File: src/rtl/fmul_round_stage_if.sv
// Upstream operand bundle and downstream FP32 result of the multiply back end, each with valid/ready.
// master drives operands and out_ready; slave is the round stage.
interface fmul_round_stage_if #(
   parameter int EXPW = 10
);
   logic            in_valid;
   logic            in_ready;
   logic            in_sign;
   logic [EXPW-1:0] in_exp;
   logic [47:0]     in_mant;
   logic            in_nan;
   logic            in_inf;
   logic            in_zero;
   logic            out_valid;
   logic            out_ready;
   logic [31:0]     out_result;
   logic [2:0]      out_flags;

   modport master (
      output in_valid, in_sign, in_exp, in_mant, in_nan, in_inf, in_zero, out_ready,
      input  in_ready, out_valid, out_result, out_flags
   );

   modport slave (
      input  in_valid, in_sign, in_exp, in_mant, in_nan, in_inf, in_zero, out_ready,
      output in_ready, out_valid, out_result, out_flags
   );
endinterface

File: src/rtl/fmul_round_stage.sv
// FP32 multiply back end: normalise, round-to-nearest-even, pack; denormals flush to zero.
// Latency 2 (normalise reg, round/pack reg); full-rate elastic pipe, in_ready combinational from out_ready.
module fmul_round_stage #(
   parameter int EXPW = 10
) (
   input  logic               clk,
   input  logic               rst_n,
   fmul_round_stage_if.slave  bus
);
   typedef struct packed {
      logic              sign;
      logic              nan;
      logic              inf;
      logic              zero;
      logic signed [EXPW:0] e;
      logic [23:0]       m;
      logic              g;
      logic              s;
   } s1_t;

   localparam logic signed [EXPW:0] ONE  = 1;
   localparam logic signed [EXPW:0] ZERO = 0;
   localparam logic signed [EXPW:0] EMAX = 255;

   s1_t         s1_q, s1_d, norm;
   logic        s1_valid_q, s1_valid_d;
   logic        s2_valid_q, s2_valid_d;
   logic [31:0] result_q, result_d;
   logic [2:0]  flags_q, flags_d;

   logic        s1_adv;
   logic        in_ready;
   logic signed [EXPW:0] ext_exp;
   logic signed [EXPW:0] e2;
   logic        up;
   logic [24:0] r;
   logic [22:0] frac;
   logic        inexact;
   logic [31:0] res;
   logic [2:0]  flg;

   assign s1_adv   = !s2_valid_q || bus.out_ready;
   assign in_ready = !s1_valid_q || s1_adv;
   assign ext_exp  = {bus.in_exp[EXPW-1], bus.in_exp};

   // Stage 1: bring the product's leading one to bit 23 and split off guard/sticky.
   always_comb begin
      norm.sign = bus.in_sign;
      norm.nan  = bus.in_nan;
      norm.inf  = bus.in_inf;
      norm.zero = bus.in_zero;
      if (bus.in_mant[47]) begin
         norm.m = bus.in_mant[47:24];
         norm.g = bus.in_mant[23];
         norm.s = |bus.in_mant[22:0];
         norm.e = ext_exp + ONE;
      end else begin
         norm.m = bus.in_mant[46:23];
         norm.g = bus.in_mant[22];
         norm.s = |bus.in_mant[21:0];
         norm.e = ext_exp;
      end

      s1_d       = s1_q;
      s1_valid_d = s1_valid_q;
      if (in_ready) begin
         s1_valid_d = bus.in_valid;
         if (bus.in_valid) begin
            s1_d = norm;
         end
      end
   end

   // Stage 2: a rounding carry out of the mantissa leaves the fraction zero and bumps the exponent.
   always_comb begin
      up      = s1_q.g && (s1_q.s || s1_q.m[0]);
      r       = {1'b0, s1_q.m} + {24'd0, up};
      e2      = r[24] ? (s1_q.e + ONE) : s1_q.e;
      frac    = r[24] ? r[23:1] : r[22:0];
      inexact = s1_q.g || s1_q.s;

      if (s1_q.nan) begin
         res = 32'h7FC0_0000;
         flg = 3'b000;
      end else if (s1_q.inf) begin
         res = {s1_q.sign, 8'hFF, 23'h0};
         flg = 3'b000;
      end else if (s1_q.zero) begin
         res = {s1_q.sign, 31'h0};
         flg = 3'b000;
      end else if (e2 >= EMAX) begin
         res = {s1_q.sign, 8'hFF, 23'h0};
         flg = 3'b101;
      end else if (e2 <= ZERO) begin
         res = {s1_q.sign, 31'h0};
         flg = 3'b011;
      end else begin
         res = {s1_q.sign, e2[7:0], frac};
         flg = {2'b00, inexact};
      end

      s2_valid_d = s2_valid_q;
      result_d   = result_q;
      flags_d    = flags_q;
      if (s1_adv) begin
         s2_valid_d = s1_valid_q;
         if (s1_valid_q) begin
            result_d = res;
            flags_d  = flg;
         end
      end
   end

   always_ff @(posedge clk or negedge rst_n) begin
      if (!rst_n) begin
         s1_valid_q <= 1'b0;
         s2_valid_q <= 1'b0;
         s1_q       <= '0;
         result_q   <= '0;
         flags_q    <= '0;
      end else begin
         s1_valid_q <= s1_valid_d;
         s2_valid_q <= s2_valid_d;
         s1_q       <= s1_d;
         result_q   <= result_d;
         flags_q    <= flags_d;
      end
   end

   assign bus.in_ready   = in_ready;
   assign bus.out_valid  = s2_valid_q;
   assign bus.out_result = result_q;
   assign bus.out_flags  = flags_q;
endmodule

File: src/flat_wrapper.sv
// flat-port wrapper written by rule: the top's interface ports become plain ports
module fmul_round_stage_flat 
#(
   parameter int EXPW = 10
)
  (clk, rst_n, bus_in_valid, bus_in_sign, bus_in_exp, bus_in_mant, bus_in_nan, bus_in_inf, bus_in_zero, bus_out_ready, bus_in_ready, bus_out_valid, bus_out_result, bus_out_flags);
  fmul_round_stage_if #(.EXPW(EXPW)) bus_i ();
  input  logic clk;
  input  logic rst_n;
  input wire logic [$bits(bus_i.in_valid)-1:0] bus_in_valid;
  input wire logic [$bits(bus_i.in_sign)-1:0] bus_in_sign;
  input wire logic [$bits(bus_i.in_exp)-1:0] bus_in_exp;
  input wire logic [$bits(bus_i.in_mant)-1:0] bus_in_mant;
  input wire logic [$bits(bus_i.in_nan)-1:0] bus_in_nan;
  input wire logic [$bits(bus_i.in_inf)-1:0] bus_in_inf;
  input wire logic [$bits(bus_i.in_zero)-1:0] bus_in_zero;
  input wire logic [$bits(bus_i.out_ready)-1:0] bus_out_ready;
  output wire logic [$bits(bus_i.in_ready)-1:0] bus_in_ready;
  output wire logic [$bits(bus_i.out_valid)-1:0] bus_out_valid;
  output wire logic [$bits(bus_i.out_result)-1:0] bus_out_result;
  output wire logic [$bits(bus_i.out_flags)-1:0] bus_out_flags;
  assign bus_i.in_valid = bus_in_valid;
  assign bus_i.in_sign = bus_in_sign;
  assign bus_i.in_exp = bus_in_exp;
  assign bus_i.in_mant = bus_in_mant;
  assign bus_i.in_nan = bus_in_nan;
  assign bus_i.in_inf = bus_in_inf;
  assign bus_i.in_zero = bus_in_zero;
  assign bus_i.out_ready = bus_out_ready;
  assign bus_in_ready = bus_i.in_ready;
  assign bus_out_valid = bus_i.out_valid;
  assign bus_out_result = bus_i.out_result;
  assign bus_out_flags = bus_i.out_flags;
  fmul_round_stage #(.EXPW(EXPW)) u_core (.clk(clk), .rst_n(rst_n), .bus(bus_i));
endmodule
File: config.mk
export PLATFORM = sky130hd
export DESIGN_NAME = fmul_round_stage_flat
export DESIGN_NICKNAME = d
export VERILOG_FILES = /design/src/rtl/fmul_round_stage_if.sv /design/src/rtl/fmul_round_stage.sv /design/src/flat_wrapper.sv
export SDC_FILE = /design/constraint.sdc
export NUM_CORES = 1
export LEC_CHECK = 0
export ABC_CLOCK_PERIOD_IN_PS = 2950
export CAP_MARGIN = 15
export CORE_MARGIN = 2
export CORE_UTILIZATION = 46
export CTS_CLUSTER_DIAMETER = 50
export DETAILED_ROUTE_END_ITERATION = 12
export HOLD_SLACK_MARGIN = 0.12
export PLACE_DENSITY_LB_ADDON = 0.2
export SLEW_MARGIN = 20
export SYNTH_ARGS = -nofsm -noshare
export SYNTH_HDL_FRONTEND = slang
export SYNTH_SLANG_ARGS = --single-unit
File: constraint.sdc
create_clock -name clk -period 2.95 [get_ports clk]
set_input_delay 0.7375 -clock clk [delete_from_list [all_inputs] [get_ports clk]]
set_output_delay 0.7375 -clock clk [all_outputs]
set_load 0.005 [all_outputs]
== After elaboration in Yosys (flattened, before gate mapping) ==
Cells that the tools add are included.

* Flip-flop bits (word level): 78
* Latch bits: 0
* Bits in read-only memories: 0
* Output and inout port bits: 37
* RAM bits: 0
* Memories kept: 0
* Word-level logic and storage cells: 41

* Magnitude comparators: 2
* Reductions and logical operators: 11
* Shifts and indexed selects: 0
* Mux-type cells: 13
* Div/mod/pow operators: 0
* Add/sub/neg operators: 3
* Equality and inequality tests: 0
* Multipliers: 0
* Bitwise gates (word level): 0

{| class="wikitable"
|+ Operator list
! kind !! count
|-
| 31-bit 2-to-1 mux || 4
|-
| 37-bit 2-to-1 mux || 1
|-
| 32-bit 2-to-1 mux || 1
|-
| 24-bit by 1-bit adder with 25-bit output || 1
|-
| 23-bit 2-to-1 mux || 1
|-
| 23-bit OR reduction || 1
|-
| 22-bit OR reduction || 1
|-
| 3-bit 2-to-1 mux || 4
|-
| 10-bit by 2-bit adder with 11-bit output (second input constant) || 1
|-
| 11-bit by 2-bit adder with 11-bit output (second input constant) || 1
|-
| 11-bit by 9-bit >= comparator with 1-bit output (second input constant) || 1
|-
| 11-bit by 1-bit <= comparator with 1-bit output (second input constant) || 1
|-
| 11-bit 2-to-1 mux || 1
|-
| 1-bit logical OR || 4
|-
| 2-bit AND reduction || 2
|-
| 1-bit logical NOT || 2
|-
| 2-bit 2-to-1 mux || 1
|-
| 1-bit logical AND || 1
|}

== Depth between registers and ports, before layout ==
* Depth after elaboration: 10
* Depth in mapped cells: 12
* Mapped depth without buffers: 10

== Worst setup path after synthesis ==
Ideal clock, no wire load.

* Kind: register -> register
* Start: register u_core.s1_q[0] in the netlist's numbering
* End: register u_core.result_q[11], in the netlist u_core.bus.out_result[11]
* Required time: 2.846 ns
* Period minus slack after synthesis: 2.810 ns
* Arrival: 2.706 ns
* Path buffers: 2
* Setup time: 0.104 ns
* Path slack: 0.140 ns
* Stages on the path, launching flop included: 13
* Cell sequence: dfrtp_1 -> o21a_1 -> ha_1 -> ha_1 -> nand4_1 -> or3_1 -> buf_6 -> nor2_1 -> nand3_1 -> xnor2_1 -> a41o_4 -> buf_6 -> o41ai_2

* Cells in the longest elaborated chain, start to end: 10
* Elaborated cells on any way between the ends: 12
* Classes of those cells: 1 x add/sub; 2 x order compare; 7 x mux; 2 x reduce/logical

{| class="wikitable"
|+ Ends and longest elaborated chain
! what !! line !! text
|-
| start, declared || fmul_round_stage.sv:25 || <nowiki>s1_t s1_q, s1_d, norm;</nowiki>
|-
| start signal, assigned || fmul_round_stage.sv:118 || <nowiki>s1_q <= '0;</nowiki>
|-
| start signal, assigned || fmul_round_stage.sv:124 || <nowiki>s1_q <= s1_d;</nowiki>
|-
| 1-bit logical OR (*) || fmul_round_stage.sv:76 || <nowiki>up = s1_q.g && (s1_q.s || s1_q.m[0]);</nowiki>
|-
| 1-bit logical AND (*) || fmul_round_stage.sv:76 ||
|-
| 24-bit by 1-bit adder with 25-bit output (*) || fmul_round_stage.sv:77 || <nowiki>r = {1'b0, s1_q.m} + {24'd0, up};</nowiki>
|-
| 11-bit 2-to-1 mux || fmul_round_stage.sv:78 || <nowiki>e2 = r[24] ? (s1_q.e + ONE) : s1_q.e;</nowiki>
|-
| 11-bit by 1-bit <= comparator with 1-bit output || fmul_round_stage.sv:94 || <nowiki>end else if (e2 <= ZERO) begin</nowiki>
|-
| 31-bit 2-to-1 mux || fmul_round_stage.sv:94 ||
|-
| 31-bit 2-to-1 mux (*) || fmul_round_stage.sv:91 || <nowiki>end else if (e2 >= EMAX) begin</nowiki>
|-
| 31-bit 2-to-1 mux (*) || fmul_round_stage.sv:88 || <nowiki>end else if (s1_q.zero) begin</nowiki>
|-
| 31-bit 2-to-1 mux (*) || fmul_round_stage.sv:85 || <nowiki>end else if (s1_q.inf) begin</nowiki>
|-
| 32-bit 2-to-1 mux (*) || fmul_round_stage.sv:82 || <nowiki>if (s1_q.nan) begin</nowiki>
|-
| end signal, assigned || fmul_round_stage.sv:125 || <nowiki>result_q <= result_d;</nowiki>
|-
| end, declared || fmul_round_stage.sv:28 || <nowiki>logic [31:0] result_q, result_d;</nowiki>
|}

Every way passes the cells marked *; elsewhere a longest branch is shown, timed or not.
A chain may end at the register's enable or synchronous reset.

== Worst setup path after layout ==
* Start: register u_core.s1_q[2] in the netlist's numbering
* End: register u_core.result_q[11], in the netlist u_core.bus.out_result[11]

* Cells in the longest elaborated chain, start to end: 10
* Elaborated cells on any way between the ends: 12
* Classes of those cells: 1 x add/sub; 2 x order compare; 7 x mux; 2 x reduce/logical

{| class="wikitable"
|+ Ends and longest elaborated chain
! what !! line
|-
| 1-bit logical OR || fmul_round_stage.sv:76
|-
| 1-bit logical AND || fmul_round_stage.sv:76
|-
| 24-bit by 1-bit adder with 25-bit output (*) || fmul_round_stage.sv:77
|-
| 11-bit 2-to-1 mux || fmul_round_stage.sv:78
|-
| 11-bit by 1-bit <= comparator with 1-bit output || fmul_round_stage.sv:94
|-
| 31-bit 2-to-1 mux || fmul_round_stage.sv:94
|-
| 31-bit 2-to-1 mux (*) || fmul_round_stage.sv:91
|-
| 31-bit 2-to-1 mux (*) || fmul_round_stage.sv:88
|-
| 31-bit 2-to-1 mux (*) || fmul_round_stage.sv:85
|-
| 32-bit 2-to-1 mux (*) || fmul_round_stage.sv:82
|}

Marks and branches as above.

==> results.cfg <==
[outcome]
outcome = completed

[layout]
final_core_util = 0.645
final_nets = 665
antenna_cells = 0
drive_above_1_share = 0.153
multi_input_area_sq_um = 2630
fin_cells = 733
fillers = 853
seq_area_sq_um = 1950
finalInstanceArea_sq_um = 6280
syn2layout_area_growth_pct = 37.3

[power_and_ir_drop]
swShare = 0.316
p_int_mw = 1.99
power_frac_seq = 0.464
vdd_ir_drop_max_v = 0.000246
p_leak_nw = 2.63
comb_power_share = 0.259
power_density_nw_per_um2 = 464
p_switching_uw = 921
power.share.clock = 0.277

[yosys]
yosysUniqueCellTypes = 49
yosys.area_share.simple = 0.202
ys_seq_elements = 78
muxShareOfSynthArea = 0.0715
yosysWarnings = 0
synth_edf_count = 0
synth_top_family_by_area = simple AND/OR/NAND/NOR gates
syn_area_per_cell_sq_um = 9.48
synth.most_common_cell = nand2_1
synthCells = 482
synth_fa_ha_area_frac = 0.0110
synth-compound-area-share = 0.187
synth_top_area_share = 0.427
synth_xor_area_frac = 0.0671
yosysTopAreaCell = dfrtp_1
synth_common_cells = nand2_1, dfrtp_1, o21ai_0
synthTopCellsByArea = dfrtp_1, nand2_1, o41ai_2
async_flop_share = 1.00
mappedNetlistArea_sq_um = 4570
synth_nets = 552
synth-main-ff-cell = dfrtp_1
seq_area_frac_synth = 0.427

[timing]
hold_slack_ps = 467
tightest_slew_ps = 962
hold_viol = 0
timing.final.ws_setup_ps = 66.2
final-max-slew-violation-count = 0
layout_min_cycle_time_ps = 2880
fmax_mhz = 347
slew_headroom = 0.358
skew_ps = 9.56
rsz0062_at_grt = true
fin_crit_sh = 0.978
setup_viol = 0

[detailed_routing]
route.vias.total = 4029
firstDrtPassIters = 4
avgViaCountPerCell = 5.50
wl_per_cell_microns = 16.1
antenna_left = 0
wl_mm = 11.8
drt_iter0_markers = 215
drcViolationCount = 0

[place]
port_buffers = 102
place_ws_ps = -131
dp_hpwl_mm = 8.67
gp_congestion = 0.849
dpl_cell_area_sq_um = 5850
placed_cells = 711

[floorplan]
die_h_microns = 104
row_count = 36
die-area_sq_um = 10700
core_area_sq_um = 9730
initial_utilization = 0.470
io_pins = 103
fp.dieW_microns = 104

[grt]
antenna_found_initial = 0
grtUsageTotal = 0.225
overflow = 0
grt_pass1_wl_mm = 19.5
grt_pass1_vias = 3887
grt_max_degree = 79

[worst_setup_path]
r2r_setup_slack_ps = 70
crit_type = flop to flop
cp-end-kind = flop
cp-start-kind = flop
cp.required_ps = 3200
worst-path-max-fanout = 11
worstPathArrival_ps = 3140

[clock_network]
clockBufferDepth = 2
clkTransAtPathRegs_ps = 80
cts-root-buf = clkbuf_8
insertion_delay_ps = 360
numCtsBuffers = 9
cts_tree = built
cts_htree_levels = 3
cts_sinks = 78

[min_path]
hold_path_class = flop to flop

[flow_run]
drv_cap = 0
[worst paths after layout]
kind	depth (start not counted)	endpoint	start
min in group asynchronous	1	u_core.s1_q[30]	rst_n
max	11	u_core.bus.out_result[11]	u_core.s1_q[2]
min	2	u_core.bus.out_result[31]	u_core.bus.out_result[31]
max reg2reg	11	u_core.bus.out_result[11]	u_core.s1_q[2]
min reg2reg	2	u_core.bus.out_result[31]	u_core.bus.out_result[31]
max in group asynchronous	1	u_core.bus.out_result[15]	rst_n
[what timing repair did]
action	4_1_cts	5_1_grt
buffers inserted	0	5
gates cloned	0	1
endpoints found under the setup margin	29	31
resized for setup	3	23
pin swaps	0	9
hold buffers	0	0
[cell usage in the layout, fill, tap and decap left out, drive strengths merged, types with 9 or more instances in the layout]
cell             n
clkdlybuf4s50  100
buf             31
dfrtp           78
nand3           16
mux2i           27
o41ai           22
nor3            15
xnor2           18
nand4           14
o21ai           57
nand2           85
a31oi            9
nor2            21
xor2            17
clkbuf          11
[metal layers]
layer  GRT usage  vias up  part of all wire
li1            -     1977                 -
met1       0.329     1905              0.48
met2       0.339      136              0.46
met3      0.0415       11             0.048
met4      0.0714        0            0.0098
met5           0        -                 0
[cell families after synthesis]
logic type	count (synthesis)
mux	32
buf+inv	34
flops	78
simple gates	188
compound gates	111
xor+xnor	35
fa+ha+maj	4
[power groups by stage]
stage	logic [mW]	registers (mW)	clock network [mW]
floorplan	0.386	1.31	0
global placement	0.698	1.36	0
detailed placement	0.711	1.37	0
CTS	0.715	1.34	0.816
global route	0.831	1.37	0.870
finish	0.756	1.35	0.806
[area by class of cell]
type,count,share of cell area
Inverter,4,0.00239
Multi-Input combinational cell,370,0.418
Sequential cell,78,0.311
Tap cell,133,0.0265
Timing Repair Buffer,132,0.210
Clock inverter,6,0.00977
Clock buffer,10,0.0219
[flip-flops by register name, summed over array words and instances (netlist names)]
signal	count
u_core.bus.out_result	32
u_core.s1_valid_q	1
u_core.bus.out_valid	1
u_core.bus.out_flags	3
u_core.s1_q	41
[metrics by stage]
step	power [mW]	TNS (ps)
2_1_floorplan	1.70	0
3_3_place_gp	2.06	0
3_5_place_dp	2.08	-873
4_1_cts	2.88	0
5_1_grt	3.07	-1140
6_report	2.91	0
[worst max-delay path, cell delays in order, from the launching register on]
cell,delay [ps]
dfrtp_1,380
o21a_1,120
ha_2,210
ha_4,140
nand4_1,140
or3_4,520
nor2_4,150
nand3_1,100
xnor2_1,180
a41o_4,330
buf_12,160
o41ai_2,340
No activity file was read; power rests on OpenSTA's default activity.
